[src/rtl/master_port_if.sv]
`default_nettype none
// ============================================================================
// master_port_if -- local request/response and serial-link signals of master_port
// Rev 1.0
// ============================================================================
interface master_port_if #(
  parameter int ADDR_WIDTH = 16,
  parameter int DATA_WIDTH = 8
);
  logic                  req_valid;
  logic                  req_ready;
  logic                  req_mode;
  logic [ADDR_WIDTH-1:0] req_addr;
  logic [DATA_WIDTH-1:0] req_wdata;
  logic                  resp_valid;
  logic [DATA_WIDTH-1:0] resp_rdata;
  logic                  resp_err;
  logic                  mode;
  logic                  wr_bus;
  logic                  master_valid;
  logic                  slave_ready;
  logic                  rd_bus;
  logic                  slave_valid;
  logic                  master_ready;

  modport master (
    input  req_valid, req_mode, req_addr, req_wdata, slave_ready, rd_bus, slave_valid,
    output req_ready, resp_valid, resp_rdata, resp_err, mode, wr_bus, master_valid,
           master_ready
  );

  modport slave (
    output req_valid, req_mode, req_addr, req_wdata, slave_ready, rd_bus, slave_valid,
    input  req_ready, resp_valid, resp_rdata, resp_err, mode, wr_bus, master_valid,
           master_ready
  );
endinterface
`default_nettype wire

[src/rtl/master_port.sv]
`default_nettype none
// ============================================================================
// master_port -- serial system-bus initiator; optional watchdog via MASTER_PORT_TIMEOUT_EN
// Rev 1.0
// ============================================================================
module master_port #(
  parameter int ADDR_WIDTH     = 16,
  parameter int DATA_WIDTH     = 8,
  parameter int TIMEOUT_CYCLES = 64
) (
  input  logic          clk,
  input  logic          rstn,
  master_port_if.master bus
);
  localparam int TOTAL = ADDR_WIDTH + DATA_WIDTH;
  localparam int CNT_W = $clog2(TOTAL + 1);
  localparam logic [CNT_W-1:0] LAST_TX = CNT_W'(TOTAL - 1);
  localparam logic [CNT_W-1:0] LAST_RX = CNT_W'(DATA_WIDTH - 1);

  typedef enum logic [2:0] {IDLE, REQ, SHIFT, WAIT_RD, RX, ACK, DONE, ABORT} state_t;

  state_t                state_q, state_d;
  logic [TOTAL-1:0]      shift_q, shift_d;
  logic [CNT_W-1:0]      bit_cnt_q, bit_cnt_d;
  logic [DATA_WIDTH-1:0] rx_q, rx_d;
  logic [DATA_WIDTH-1:0] rdata_q, rdata_d;
  logic                  mode_q, mode_d;
  logic                  tx_active;
  logic                  wd_expired;

  assign tx_active = (state_q == REQ) || (state_q == SHIFT);

`ifdef MASTER_PORT_TIMEOUT_EN
  localparam int WD_W = $clog2(TIMEOUT_CYCLES + 1);
  logic [WD_W-1:0] wd_q, wd_d;
  logic            wd_armed;

  // Counts consecutive handshake-less cycles in the waiting states only.
  always_comb begin
    wd_d       = '0;
    wd_expired = 1'b0;
    wd_armed   = ((state_q == REQ) && !bus.slave_ready) ||
                 (((state_q == WAIT_RD) || (state_q == RX)) && !bus.slave_valid);
    if (wd_armed) begin
      wd_d       = wd_q + WD_W'(1);
      wd_expired = (wd_q == WD_W'(TIMEOUT_CYCLES - 1));
    end
  end

  always_ff @(posedge clk) begin
    if (!rstn) wd_q <= '0;
    else       wd_q <= wd_d;
  end
`else
  logic [31:0] timeout_unused;
  assign timeout_unused = 32'(TIMEOUT_CYCLES);
  assign wd_expired     = 1'b0;
`endif

  always_comb begin
    state_d   = state_q;
    shift_d   = shift_q;
    bit_cnt_d = bit_cnt_q;
    rx_d      = rx_q;
    rdata_d   = rdata_q;
    mode_d    = mode_q;
    case (state_q)
      IDLE: begin
        if (bus.req_valid) begin
          shift_d   = {bus.req_addr, bus.req_wdata};
          mode_d    = bus.req_mode;
          bit_cnt_d = '0;
          state_d   = REQ;
        end
      end
      // REQ shares the shift path: the first ready cycle already moves a bit.
      REQ, SHIFT: begin
        if (bus.slave_ready) begin
          shift_d   = shift_q << 1;
          bit_cnt_d = bit_cnt_q + CNT_W'(1);
          state_d   = SHIFT;
          if (bit_cnt_q == LAST_TX) begin
            if (mode_q) begin
              state_d = DONE;
            end else begin
              state_d   = WAIT_RD;
              bit_cnt_d = '0;
            end
          end
        end else if ((state_q == SHIFT) || wd_expired) begin
          state_d = ABORT;
        end
      end
      WAIT_RD, RX: begin
        if (bus.slave_valid) begin
          rx_d      = (rx_q << 1) | DATA_WIDTH'(bus.rd_bus);
          bit_cnt_d = bit_cnt_q + CNT_W'(1);
          state_d   = (bit_cnt_q == LAST_RX) ? ACK : RX;
        end else if (wd_expired) begin
          state_d = ABORT;
        end
      end
      ACK: begin
        rdata_d = rx_q;
        state_d = DONE;
      end
      DONE:    state_d = IDLE;
      ABORT:   state_d = IDLE;
      default: state_d = IDLE;
    endcase
  end

  always_ff @(posedge clk) begin
    if (!rstn) begin
      state_q   <= IDLE;
      shift_q   <= '0;
      bit_cnt_q <= '0;
      rx_q      <= '0;
      rdata_q   <= '0;
      mode_q    <= 1'b0;
    end else begin
      state_q   <= state_d;
      shift_q   <= shift_d;
      bit_cnt_q <= bit_cnt_d;
      rx_q      <= rx_d;
      rdata_q   <= rdata_d;
      mode_q    <= mode_d;
    end
  end

  assign bus.req_ready    = (state_q == IDLE);
  assign bus.master_valid = tx_active;
  assign bus.wr_bus       = tx_active & shift_q[TOTAL-1];
  assign bus.mode         = mode_q;
  assign bus.master_ready = (state_q == ACK);
  assign bus.resp_valid   = (state_q == DONE) || (state_q == ABORT);
  assign bus.resp_err     = (state_q == ABORT);
  assign bus.resp_rdata   = rdata_q;
endmodule
`default_nettype wire

[src/flat_wrapper.sv]
// flat-port wrapper written by rule: the top's interface ports become plain ports
module master_port_flat 
#(
  parameter int ADDR_WIDTH     = 16,
  parameter int DATA_WIDTH     = 8,
  parameter int TIMEOUT_CYCLES = 64
)
  (clk, rstn, bus_req_valid, bus_req_mode, bus_req_addr, bus_req_wdata, bus_slave_ready, bus_rd_bus, bus_slave_valid, bus_req_ready, bus_resp_valid, bus_resp_rdata, bus_resp_err, bus_mode, bus_wr_bus, bus_master_valid, bus_master_ready);
  master_port_if #(.ADDR_WIDTH(ADDR_WIDTH), .DATA_WIDTH(DATA_WIDTH)) bus_i ();
  input  logic clk;
  input  logic rstn;
  input wire logic [$bits(bus_i.req_valid)-1:0] bus_req_valid;
  input wire logic [$bits(bus_i.req_mode)-1:0] bus_req_mode;
  input wire logic [$bits(bus_i.req_addr)-1:0] bus_req_addr;
  input wire logic [$bits(bus_i.req_wdata)-1:0] bus_req_wdata;
  input wire logic [$bits(bus_i.slave_ready)-1:0] bus_slave_ready;
  input wire logic [$bits(bus_i.rd_bus)-1:0] bus_rd_bus;
  input wire logic [$bits(bus_i.slave_valid)-1:0] bus_slave_valid;
  output wire logic [$bits(bus_i.req_ready)-1:0] bus_req_ready;
  output wire logic [$bits(bus_i.resp_valid)-1:0] bus_resp_valid;
  output wire logic [$bits(bus_i.resp_rdata)-1:0] bus_resp_rdata;
  output wire logic [$bits(bus_i.resp_err)-1:0] bus_resp_err;
  output wire logic [$bits(bus_i.mode)-1:0] bus_mode;
  output wire logic [$bits(bus_i.wr_bus)-1:0] bus_wr_bus;
  output wire logic [$bits(bus_i.master_valid)-1:0] bus_master_valid;
  output wire logic [$bits(bus_i.master_ready)-1:0] bus_master_ready;
  assign bus_i.req_valid = bus_req_valid;
  assign bus_i.req_mode = bus_req_mode;
  assign bus_i.req_addr = bus_req_addr;
  assign bus_i.req_wdata = bus_req_wdata;
  assign bus_i.slave_ready = bus_slave_ready;
  assign bus_i.rd_bus = bus_rd_bus;
  assign bus_i.slave_valid = bus_slave_valid;
  assign bus_req_ready = bus_i.req_ready;
  assign bus_resp_valid = bus_i.resp_valid;
  assign bus_resp_rdata = bus_i.resp_rdata;
  assign bus_resp_err = bus_i.resp_err;
  assign bus_mode = bus_i.mode;
  assign bus_wr_bus = bus_i.wr_bus;
  assign bus_master_valid = bus_i.master_valid;
  assign bus_master_ready = bus_i.master_ready;
  master_port #(.ADDR_WIDTH(ADDR_WIDTH), .DATA_WIDTH(DATA_WIDTH), .TIMEOUT_CYCLES(TIMEOUT_CYCLES)) u_core (.clk(clk), .rstn(rstn), .bus(bus_i));
endmodule
[config.mk]
export PLATFORM = sky130hd
export DESIGN_NAME = master_port_flat
export DESIGN_NICKNAME = d
export VERILOG_FILES = /design/src/rtl/master_port_if.sv /design/src/rtl/master_port.sv /design/src/flat_wrapper.sv
export SDC_FILE = /design/constraint.sdc
export NUM_CORES = 1
export LEC_CHECK = 0
export CORE_MARGIN = 3
export CORE_UTILIZATION = 55
export DETAILED_ROUTE_END_ITERATION = 12
export GPL_TIMING_DRIVEN = 0
export HOLD_SLACK_MARGIN = 0.02
export PLACE_DENSITY = 0.84
export SETUP_SLACK_MARGIN = 0.2
export SYNTH_ARGS = -nofsm -noshare
export SYNTH_HDL_FRONTEND = slang
export SYNTH_SLANG_ARGS = --single-unit
[constraint.sdc]
create_clock -name clk -period 4.29 [get_ports clk]
set_input_delay 0.858 -clock clk [delete_from_list [all_inputs] [get_ports clk]]
set_output_delay 0.858 -clock clk [all_outputs]
set_load 0.05 [all_outputs]
==> run_results.csv, run 1 <==
group,metric,value,unit
grt,antenna_found_initial,0,
critical_path,path_buf_inv,4,
route,wl_per_cell,13.76,um
power,power_leakage,1.101,nW
sta,finalClockSkew,0.002080,ns
floorplanning,start_util,58.51,%
grt,grt_max_degree,16,
sta,fin_setup_tns,0,ns
synthesis,yosysWarningCount,0,
hold_path,hold_class,"reg2reg",
cts,cts_setup_buffers,0,
final_layout,design_area,3024,um^2
cts,cts_buffers,5,
critical_path,worstSetupPathType,"reg2out",
cts,clk_pin_slew_worst_paths,0.09,ns
grt,grt_usage,20.44,%
synthesis,synth-simple-area-share,19.78,%
sta,fin_crit_sh,75.48,%
synthesis,syn-num-nets,297,
critical_path,path_max_fanout,10,
synthesis,synth_commonest_cells,"49 x dfxtp_1, 32 x nor2_1, 25 x mux2i_1, 24 x a211oi_1, 24 x nand2_1",
placed_design,globalplace.congestion,0.8176,
route,vias_per_cell,5.546,
synthesis,async_flop_share,0,%
sta,hold_violations,0,
route,drc,0,
synthesis,ys_seq_area_share,41.03,%
sta,setup_viol,0,
floorplanning,fp.dieW,71.94,um
synthesis,postSynthCellCount,265,
critical_path,cp_slowest_cell,"clkdlybuf4s50_1",
synthesis,synth_top_cell_area_share,41.03,%
placed_design,post_dp_cell_area,2904,um^2
placed_design,dpl.hpwl,3.606,mm
power,powerDensity,711.9,nW/um^2
cts,tritoncts,"done",
route,vias,2041,
floorplanning,die_h,71.94,um
cts,clock_latency,0.30,ns
synthesis,synth_xor_area_share,1.518,%
grt,grt_pass1_vias,1828,
cts,clk_path_buf_depth,2,
placed_design,port-buffer-count,45,
synthesis,synthTopCellsByArea,"dfxtp_1 41%, mux2i_1 10%, a211oi_1 7.5%",
floorplanning,core,4086,um^2
sta,rsz0062_at_grt,"no",
cts,h-tree-depth,2,
cts,post_cts_resize_count,0,
final_layout,drive_gt1_share,9.434,%
critical_path,cp_cell_sequence,"buf_4 -> nor2b_1 -> buf_2 -> nand2_1 -> inv_1 -> clkdlybuf4s50_1",
synthesis,synth-adder-area-share,0.9419,%
sta,report.final.slew_viol_count,0,
grt,overflow,0,
floorplanning,die-area,5175,um^2
critical_path,worstPathRequired,3.43,ns
route,routed_wirelength,5.065,mm
final_layout,nFillCells,338,
synthesis,synth-seq-cells,49,
sta,max_freq,0.3088,GHz
synthesis,syn_area_per_cell,9.023,um^2
route,ant_nets,0,
synthesis,synth_edf_count,0,
synthesis,yosysMostFrequentCell,"dfxtp_1",
outcome,status,"completed",
cts,clock_sinks,49,
critical_path,ff2ff_setup_slack,2.53,ns
critical_path,endpoint_kind,"output pin",
critical_path,worst_ep_arrival_time,2.38,ns
placed_design,dpl_worst_slack,1.380,ns
final_layout,syn2layout_area_growth,26.48,%
route,drt_iter0_markers,182,
sta,final.setup.worst_slack,1.052,ns
critical_path,cpLargestDelayFamily,"buffers and inverters",
cts,ctsHoldBuffers,0,
synthesis,synth_area,2391,um^2
job,maxCapViolCount,0,
synthesis,synth_top_family_by_area,"simple AND/OR/NAND/NOR gates",
final_layout,fin_nets,349,
floorplanning,std_cell_rows,23,
synthesis,yosys_most_used_dff,"dfxtp_1",
floorplanning,ios,46,
synthesis,synth-compound-area-share,18.16,%
power,vdd_drop_max,0.5311,mV
sta,worstMarginPinSlew,0.5529,ns
critical_path,cp_slowest_stage_delay,0.80,ns
synthesis,synthDistinctLibCells,51,
synthesis,yosysTopAreaCell,"dfxtp_1",
route,dr.pass1.iters,4,
sta,min_period,3.238,ns
final_layout,antenna_cells,0,
critical_path,cp-start-kind,"flop",
synthesis,synth_mux_area_share,10.47,%
grt,grt_pass1_wl,8.349,mm
sta,relSlewSlack,62.92,%
cts,root_buffer,"clkbuf_8",
[area by class of cell]
type,count,area (um^2),area share [%]
sequential,49,980.9,32.44
clock inverter,2,37.54,1.241
buffer,23,171.4,5.668
tap,50,62.56,2.069
inverter,6,22.52,0.7447
timing repair buffer,45,450.4,14.89
multi-input combinational,187,1216,40.22
clock buffer,6,82.58,2.731
[registers in the layout, summed over array words and instances, names as in the netlist]
| signal | count |
|---|---|
| u_core.bus.resp_rdata | 8 |
| u_core.bit_cnt_q | 5 |
| u_core.rx_q | 8 |
| u_core.bus.mode | 1 |
| u_core.shift_q | 24 |
| u_core.state_q | 3 |
[routing by layer]
layer | vias to the layer above | share of wire, % | global-route usage [%]
met4 | 0 | 1.3 | 7.098
met5 | - | 0 | 0
met2 | 45 | 47 | 32.04
met1 | 934 | 47 | 27.45
met3 | 6 | 5.3 | 5.263
li1 | 1056 | - | -
[metrics by stage]
step	util (%)	std cells	hold slack (ns)	power [W]
5_1_grt	74.00	368	0.4819	0.002294
3_3_place_gp	71.07	360	0.4437	0.001782
6_report	74.00	368	0.4576	0.002153
2_1_floorplan	-	265	0.4366	0.001573
4_1_cts	74.00	368	0.4600	0.002160
3_5_place_dp	71.07	360	0.4475	0.001805
[worst paths after layout]
check / to / startpoint / cells after the start
worst min register to register: u_core.bus.resp_rdata[3] / u_core.bus.resp_rdata[3] / 2
worst max-delay path: bus_master_ready / u_core.state_q[2] / 6
worst max register to register: u_core.state_q[1] / u_core.state_q[0] / 6
worst min-delay path: u_core.bus.resp_rdata[3] / u_core.bus.resp_rdata[3] / 2
[placed cells by master, fill, tap and decap left out, types with 2 or more instances in the layout]
| cell type | instances |
|---|---|
| dfxtp_1 | 49 |
| clkdlybuf4s50_1 | 45 |
| nor2_1 | 32 |
| mux2i_1 | 25 |
| nand2_1 | 24 |
| a211oi_1 | 24 |
| nand3_1 | 18 |
| a21oi_1 | 17 |
| clkbuf_1 | 7 |
| buf_2 | 6 |
| clkbuf_8 | 6 |
| inv_1 | 5 |
| nand4_1 | 4 |
| buf_4 | 3 |
| buf_6 | 3 |
| or3_1 | 3 |
| buf_12 | 2 |
| or2_1 | 2 |
| a31oi_1 | 2 |
| o21ai_0 | 2 |
| and3b_1 | 2 |
| o2111ai_1 | 2 |
| o211ai_1 | 2 |
| o22ai_1 | 2 |
[tightest hold or removal path: cells and delay by family, from the launching register on]
kind             cells  cell delay (ns)
flip-flops           1             0.32
AND/OR/NAND/NOR      1             0.05
AO/OA/AOI/OAI        1             0.05
[logic make-up after synthesis]
family                     Yosys count
adders and majority gates            2
xor gates and xnor gates             2
DFF                                 49
muxes                               25
buffers and inverters               29
and+or+nand+nor                     96
AOI/OAI and AO/OA                   62
[report_power, final]
group          leakage, nW  internal, W  total, W  switching, W
Sequential           0.401     0.000586  0.000658     0.0000723
Combinational        0.643     0.000528   0.00115      0.000620
Clock               0.0574     0.000190  0.000347      0.000157
Total                 1.10      0.00130   0.00215      0.000850
Note: power is estimated with default switching activity, not from simulation.
==> run 2, diff against run 1 <==
- CORE_UTILIZATION: 55 -> 51
- PLACE_DENSITY: 0.84 -> 0.79
- clock period: 4.29 -> 3.2 ns (I/O delays scaled with it)
==> run 2 against run 1 <==
Critical path depth stayed put. Hold slack worse by 0.0026 ns. Die area is 7.2% higher. Setup slack worse by 0.72 ns. Register-to-register slack worse by 1.1 ns. Highest routed layer unchanged.
==> run_results.csv, run 2 (synthesis gave the netlist of run 1 again) <==
group,metric,value,unit
floorplanning,ios,46,
grt,grt_pass1_vias,1872,
final_layout,syn2layout_area_growth,25.01,%
grt,grt_max_degree,15,
job,maxCapViolCount,0,
hold_path,holdPathStages,2,
critical_path,cp-start-kind,"flop",
floorplanning,start_util,53.80,%
grt,top_usage_layer,"met2",
final_layout,antenna_cells,0,
critical_path,cp_slowest_stage_delay,0.80,ns
route,drt_iter0_markers,106,
cts,clk_pin_slew_worst_paths,0.09,ns
sta,min_period,2.868,ns
sta,fin_setup_tns,0,ns
route,vias,2063,
cts,clk_path_buf_depth,2,
placed_design,dpl_worst_slack,0.4624,ns
critical_path,worstPathRequired,2.56,ns
power,powerDensity,925.6,nW/um^2
floorplanning,fp.dieW,74.47,um
critical_path,cp_slowest_cell,"clkdlybuf4s50_1",
grt,grtUsageMet2,32.00,%
floorplanning,core,4444,um^2
final_layout,drive_gt1_share,8.805,%
critical_path,worst_ep_arrival_time,2.23,ns
floorplanning,die_h,74.47,um
power,power_leakage,1.087,nW
cts,root_buffer,"clkbuf_8",
floorplanning,std_cell_rows,24,
critical_path,timing.rr.start,"u_core.state_q[0]",
sta,max_freq,0.3486,GHz
grt,antenna_found_initial,0,
sta,setup_viol,0,
cts,ctsHoldBuffers,0,
route,vias_per_cell,5.576,
route,ant_nets,0,
sta,rsz0062_at_grt,"no",
placed_design,dp_cells,362,
power,vdd_drop_max,0.5295,mV
grt,grt_usage,19.03,%
floorplanning,die-area,5546,um^2
final_layout,final_common_cell,"dfxtp_1",
final_layout,nFillCells,397,
route,routed_wirelength,5.038,mm
cts,clock_sinks,49,
critical_path,path_buf_inv,4,
outcome,status,"completed",
sta,relSlewSlack,63.34,%
grt,met1_usage,24.50,%
cts,h-tree-depth,2,
critical_path,ff2ff_setup_slack,1.47,ns
hold_path,hold_end,"u_core.bus.resp_rdata[0]",
sta,report.final.slew_viol_count,0,
final_layout,finalNonFillerCells,370,
grt,grt_pass1_wl,8.307,mm
route,drc,0,
grt,use_met3,4.730,%
final_layout,final_cell_mix,"49 x dfxtp_1, 44 x clkdlybuf4s50_1, 32 x nor2_1",
placed_design,dpl.hpwl,3.741,mm
grt,overflow,0,
final_layout,fin_nets,349,
cts,cts_setup_buffers,0,
route,wl_per_cell,13.62,um
final_layout,largest_register_ffs,24,
critical_path,ff2ff_path_depth,6,
cts,clock_latency,0.30,ns
sta,worstMarginPinSlew,0.5467,ns
cts,cts_buffers,5,
sta,finalClockSkew,0.003828,ns
critical_path,endpoint_kind,"output pin",
placed_design,port-buffer-count,45,
critical_path,r2r-end,"u_core.state_q[1]",
critical_path,cp_cell_sequence,"buf_4 -> xor2_4 -> and2_4 -> buf_8 -> buf_12 -> clkdlybuf4s50_1",
route,dr.pass1.iters,4,
final_layout,regMostFlops,"u_core.shift_q",
hold_path,min_from,"u_core.bus.resp_rdata[0]",
sta,final.setup.worst_slack,0.3317,ns
cts,tritoncts,"done",
critical_path,path_max_fanout,10,
sta,hold_violations,0,
sta,fin_crit_sh,89.63,%
hold_path,hold_class,"reg2reg",
critical_path,worstSetupPathType,"reg2out",
critical_path,cpLargestDelayFamily,"buffers and inverters",
placed_design,globalplace.congestion,0.8438,
## run 2: worst max-delay path by stage
stage	startpoint	end	slack, ns	cells past startpoint
6_report	u_core.state_q[0]	bus_master_valid	0.33	6
5_1_grt	u_core.state_q[1]	bus_master_valid	0.26	6
4_1_cts	u_core.state_q[0]	bus_master_valid	0.32	6
3_5_place_dp	u_core.state_q[2]	bus_master_ready	0.46	6
3_3_place_gp	u_core.state_q[2]	bus_master_ready	0.48	6
2_1_floorplan	u_core.state_q[0]	bus_req_ready	1.08	4
## run 2: layout make-up
class                           instances  area, um^2  area share, %
Clock inverter                          1       7.507         0.2512
Sequential cell                        49       980.9          32.82
Inverter                                6       22.52         0.7535
Tap cell                               52       65.06          2.177
Buffer                                 23       171.4          5.735
Multi-Input combinational cell        187        1216          40.69
Timing Repair Buffer                   45       449.2          15.03
Clock buffer                            7       76.32          2.553
## run 2: where the power goes
part / leakage, nW / internal [W] / switching [W]
Sequential: 0.401 / 0.000786 / 0.0000941
Clock: 0.0385 / 0.000155 / 0.000201
Combinational: 0.647 / 0.000706 / 0.000825
Total: 1.09 / 0.00165 / 0.00112
## run 2: stage by stage
step	cell area, um^2	util [%]	total power [W]	hold slack (ns)
finish	2989	67.26	0.002767	0.4550
global route	2989	67.26	0.002967	0.4709
CTS	2989	67.26	0.002788	0.4600
detailed placement	2907	65.40	0.002429	0.4476
global placement	2907	65.40	0.002396	0.4412
floorplan	2391	-	0.002108	0.4366
## run 2: metal layers
layer | routed length [um] | share of wire, %
met2 | 2468 | 49
met4 | 43 | 0.85
met5 | 0 | 0
met1 | 2260 | 45
met3 | 266 | 5.3
## run 2: what timing repair did
action / 4_1_cts / 5_1_grt
endpoints found under the hold margin: 0 / 0
gates resized for setup: 1 / 0
endpoints found under the setup margin: 1 / 0
## run 2: worst register-to-register path: stages, from the launching register on
cell	delay, ns
dfxtp_1	0.32
buf_4	0.17
buf_2	0.24
nor4b_1	0.08
a211oi_1	0.45
a21boi_0	0.17
o21a_1	0.21
